**src/rtl/mem_sram_ctrl.sv**
```systemverilog
// Purpose: turns MEM-stage 32-bit loads/stores into two halfword accesses on a 16-bit async SRAM.
// Latency: 2*WAIT_CYCLES+1 cycles from request in IDLE to the single-cycle ready pulse in DONE.
// Backpressure: ready low freezes the pipeline; the request must be held stable until ready is high.
module mem_sram_ctrl #(
    parameter int ADDR_W      = 18,
    parameter int WAIT_CYCLES = 5
) (
    input  logic              clk,
    input  logic              rst,
    input  logic              mem_r_en,
    input  logic              mem_w_en,
    input  logic [31:0]       addr,
    input  logic [31:0]       wr_data,
    output logic [31:0]       rd_data,
    output logic              ready,
    output logic [ADDR_W-1:0] sram_addr,
    output logic [15:0]       sram_dq_out,
    output logic              sram_dq_oe,
    input  logic [15:0]       sram_dq_in,
    output logic              sram_ce_n,
    output logic              sram_oe_n,
    output logic              sram_we_n
);

    localparam int CNT_W = (WAIT_CYCLES > 1) ? $clog2(WAIT_CYCLES) : 1;
    localparam logic [CNT_W-1:0] CNT_LAST = CNT_W'(WAIT_CYCLES - 1);

    typedef enum logic [2:0] {
        IDLE  = 3'd0,
        RD_LO = 3'd1,
        RD_HI = 3'd2,
        WR_LO = 3'd3,
        WR_HI = 3'd4,
        DONE  = 3'd5
    } state_t;

    state_t           state, state_nxt;
    logic [CNT_W-1:0] cnt, cnt_nxt;
    logic             cnt_last;

    // Only the word index reaches the SRAM; byte offset and upper address bits are dropped.
    logic unused_addr_bits;
    assign unused_addr_bits = &{1'b0, addr[31:ADDR_W+1], addr[1:0]};

    assign cnt_last = (cnt == CNT_LAST);

    always_ff @(posedge clk or posedge rst) begin
        if (rst) begin
            state <= IDLE;
            cnt   <= '0;
        end else begin
            state <= state_nxt;
            cnt   <= cnt_nxt;
        end
    end

    // Halfwords are sampled on the last wait cycle, when the SRAM output has settled longest.
    always_ff @(posedge clk or posedge rst) begin
        if (rst) begin
            rd_data <= '0;
        end else if (cnt_last) begin
            if (state == RD_LO) rd_data[15:0]  <= sram_dq_in;
            if (state == RD_HI) rd_data[31:16] <= sram_dq_in;
        end
    end

    always_comb begin
        state_nxt   = state;
        cnt_nxt     = '0;
        ready       = 1'b0;
        sram_addr   = '0;
        sram_dq_out = '0;
        sram_dq_oe  = 1'b0;
        sram_ce_n   = 1'b1;
        sram_oe_n   = 1'b1;
        sram_we_n   = 1'b1;

        case (state)
            IDLE: begin
                ready = ~(mem_r_en | mem_w_en);
                if (mem_r_en)      state_nxt = RD_LO;
                else if (mem_w_en) state_nxt = WR_LO;
            end
            RD_LO, RD_HI: begin
                sram_ce_n = 1'b0;
                sram_oe_n = 1'b0;
                sram_addr = {addr[ADDR_W:2], (state == RD_HI)};
                cnt_nxt   = cnt_last ? '0 : cnt + CNT_W'(1);
                if (cnt_last) state_nxt = (state == RD_LO) ? RD_HI : DONE;
            end
            WR_LO, WR_HI: begin
                sram_ce_n   = 1'b0;
                sram_dq_oe  = 1'b1;
                sram_addr   = {addr[ADDR_W:2], (state == WR_HI)};
                sram_dq_out = (state == WR_HI) ? wr_data[31:16] : wr_data[15:0];
                // we_n rises one cycle early so address and data are held past the write edge.
                sram_we_n   = cnt_last;
                cnt_nxt     = cnt_last ? '0 : cnt + CNT_W'(1);
                if (cnt_last) state_nxt = (state == WR_LO) ? WR_HI : DONE;
            end
            DONE: begin
                ready     = 1'b1;
                state_nxt = IDLE;
            end
            default: begin
                state_nxt = IDLE;
            end
        endcase
    end

endmodule

```
**config.mk**
```make
export PLATFORM = sky130hd
export DESIGN_NAME = mem_sram_ctrl
export DESIGN_NICKNAME = d
export VERILOG_FILES = /design/src/rtl/mem_sram_ctrl.sv
export SDC_FILE = /design/constraint.sdc
export NUM_CORES = 1
export LEC_CHECK = 0
export BUFFER_PORTS_ARGS = -buffer_cell sky130_fd_sc_hd__clkbuf_2
export CAP_MARGIN = 10
export CORE_MARGIN = 2
export CORE_UTILIZATION = 40
export CTS_BUF_LIST = sky130_fd_sc_hd__clkbuf_8
export CTS_CLUSTER_DIAMETER = 100
export DETAILED_ROUTE_END_ITERATION = 10
export HOLD_SLACK_MARGIN = 0.12
export PLACE_DENSITY = 0.88
export SLEW_MARGIN = 40
export SYNTH_ARGS = -nofsm -noshare
export SYNTH_HDL_FRONTEND = slang
export SYNTH_SLANG_ARGS = --single-unit
```
**constraint.sdc**
```tcl
create_clock -name clk -period 2.2 [get_ports clk]
set_input_delay 0.33 -clock clk [delete_from_list [all_inputs] [get_ports clk]]
set_output_delay 0.33 -clock clk [all_outputs]
set_load 0.02 [all_outputs]
```
==> impl_metrics.py <==
metrics = {
    "yosys": {
        "postSynthAreaPerCell_um2": 13.00,
        "synth_top_area_share": 0.4878,
        "netlist_instances": 150,
        "syn-num-nets": 236,
        "async_flop_share": 1.000,
        "yosysSeqAreaShare": 0.4878,
        "synth-warning-count": 0,
        "synthTopCellsByCount": "dfrtp_1 (38), mux2_2 (22), and2_1 (20), a22o_1 (16), mux2_4 (10)",
        "ys_types": 33,
        "ys.flop_type": "dfrtp_1",
        "synth_seq_cells": 38,
        "synth_edf_count": 0,
        "synth.most_common_cell": "dfrtp_1",
        "syn_area_um2": 1949,
        "synthTopCellsByArea": "dfrtp_1 (49%), mux2_2 (13%), mux2_4 (7.7%), a22o_1 (7.2%), and2_1 (6.4%)",
        "synth_top_cell_by_area": "dfrtp_1",
    },
    "cells_and_area": {
        "syn2layout_area_growth_pct": 46.66,
        "drive_gt1_frac": 0.6644,
        "utilization": 0.6053,
        "finalNetCount": 380,
        "antenna_cells": 0,
        "finalNonFillerCells": 362,
    },
    "critical_path": {
        "critPathRequiredTime_ns": 1.87,
        "crit_arrival_ns": 1.70,
        "slowest_delay_ns": 0.49,
        "start_kind": "flip-flop",
        "cp_top_family": "flip-flops",
        "critical_path.cell_chain": "nor2_2 > and2_1 > buf_4 > a22o_1 > clkbuf_2",
        "critPathKind": "flip-flop to output port",
        "cp_max_fo": 12,
        "crit_buf_inv": 2,
        "crit_slowest_cell": "dfrtp_2",
        "crit_path_end_kind": "output port",
    },
    "sta": {
        "max_freq_ghz": 0.4932,
        "relSlewSlack": 0.6397,
        "fin_crit_ns": 2.027,
        "final-hold-violation-count": 0,
        "rsz0062_at_grt": "false",
        "setup_tns_ns": 0,
        "final.period_utilization": 0.9216,
        "drv_slew": 0,
        "worst_pin_slew_ns": 0.5391,
        "setup_violations": 0,
        "clock_skew_ns": 0.01264,
    },
    "drt": {
        "routedWlPerCell_um": 13.64,
        "dr_total_vias": 1669,
        "dr.pass1.iters": 4,
        "postRouteAntennaNets": 0,
        "drc": 0,
        "drt-initial-drc-count": 59,
        "vias_per_cell": 4.610,
        "wirelength_mm": 4.936,
    },
    "cts": {
        "clk_pin_slew_ns": 0.08,
        "clockRootBuffer": "clkbuf_8",
        "cts_tree": "done",
        "numCtsBuffers": 5,
        "postCtsSetupRepairBufs": 0,
        "clk_latency_ns": 0.28,
        "postCtsResizedCells": 1,
        "clk_path_buf_depth": 2,
        "clkSinkCount": 38,
        "cts_hold_buf": 0,
        "cts_max_level": 2,
    },
    "global_routing": {
        "gr-total-overflow": 0,
        "grt_pass1_wl_mm": 7.300,
        "grtUsageTotal": 0.1743,
        "grt_max_degree": 39,
        "antenna_found_initial": 0,
        "grt_pass1_vias": 1520,
    },
    "min_path": {
        "hp-class": "input pin to async pin",
    },
    "placed_design": {
        "portBuffers": 139,
        "placedCellCount": 354,
        "gpl.final_weighted_congestion": 0.7144,
        "dp_hpwl_mm": 3.784,
    },
    "floorplan": {
        "start_util": 0.4127,
        "num_rows": 25,
        "die_w_um": 73.81,
        "dieArea_um2": 5448,
        "ioPinCount": 155,
        "die_height_um": 73.81,
        "coreArea_um2": 4723,
    },
    "pwr": {
        "irDropWorstVdd_mv": 0.6039,
        "p_leak_nw": 1.580,
        "cellPowerDensity_nw_per_um2": 1487,
    },
    "outcome": {
        "outcome": "finished, final reports clean",
    },
    "job": {
        "maxCapViolCount": 0,
    },
}
[layout make-up]
| type | count | area (um2) |
|---|---|---|
| Fill cell | 403 | 1864 |
| Sequential cell | 38 | 952.2 |
| Multi-Input combinational cell | 98 | 918.4 |
| Timing Repair Buffer | 146 | 748.2 |
| Tap cell | 67 | 83.83 |
| Clock buffer | 5 | 68.82 |
| Clock inverter | 3 | 68.82 |
| Inverter | 5 | 18.77 |
[cell usage in the layout, fill, tap and decap left out, drive strengths merged, types with 3 or more instances in the layout]
cell | Yosys | final
and2 | 20 | 20
buf | 8 | 7
clkbuf | 1 | 144
mux2 | 32 | 32
nor3 | 5 | 5
inv | 5 | 5
a22o | 16 | 16
nor2 | 4 | 4
nand2b | 3 | 3
dfrtp | 38 | 38
[stage by stage]
step	hold WS, ns	power, W	cell area, um2	setup slack, ns
2_1_floorplan	0.4428	0.002814	1949	0.3779
3_3_place_gp	0.4464	0.003497	2715	0.3336
3_5_place_dp	0.4491	0.003566	2715	0.2970
4_1_cts	0.1441	0.004293	2858	0.07007
5_1_grt	0.1734	0.004523	2859	0.04357
6_report	0.1323	0.004251	2859	0.1725
[metal layers]
metal  vias up  global-route usage  part of all wire
met2        43              0.2887              0.52
met4         0             0.03030            0.0034
met3         2             0.04527             0.040
li1        820                   -                 -
met1       804              0.2325              0.44
met5         -                   0                 0
[state kept, by name, summed over array words and instances (netlist names)]
signal,count
rd_data,32
cnt,3
state,3
[final timing paths]
kind,start,end,slack (ns),cells past startpoint
setup / recovery,state[1]$_DFFE_PP0P_,sram_dq_out[11],0.17,5
hold / removal,rst,rd_data[19]$_DFFE_PP0P_,0.13,3
setup reg to reg,cnt[0]$_DFF_PP0_,rd_data[5]$_DFFE_PP0P_,0.39,5
hold reg to reg,cnt[0]$_DFF_PP0_,cnt[0]$_DFF_PP0_,0.47,1
max in group asynchronous,rst,state[1]$_DFFE_PP0P_,1.70,3
min in group clk,sram_dq_in[7],rd_data[23]$_DFFE_PP0P_,0.28,2
[worst register-to-register path: cells and delay by family (launching register included)]
kind,cells,cell delay [ns]
flops,1,0.40
mux,1,0.40
simple gates,2,0.58
fa+ha+maj,1,0.24
buf+inv,1,0.06
[cells by family after synthesis]
logic type               after synthesis  share of synthesized area
AND/OR/NAND/NOR                       38                     0.1380
flip-flops                            38                     0.4878
multiplexers                          32                     0.2041
AO/OA/AOI/OAI                         23                    0.09628
buffers and inverters                 14                    0.04364
XOR/XNOR                               3                    0.01733
adder cells (fa/ha/maj)                2                    0.01283
[power by group]
group	internal (W)	switching [W]	leakage [nW]	total, W
Sequential	0.00102	0.000210	0.479	0.00123
Clock	0.000454	0.000250	0.0683	0.000704
Combinational	0.000964	0.00135	1.03	0.00232
(Power assumes the default switching activity.)
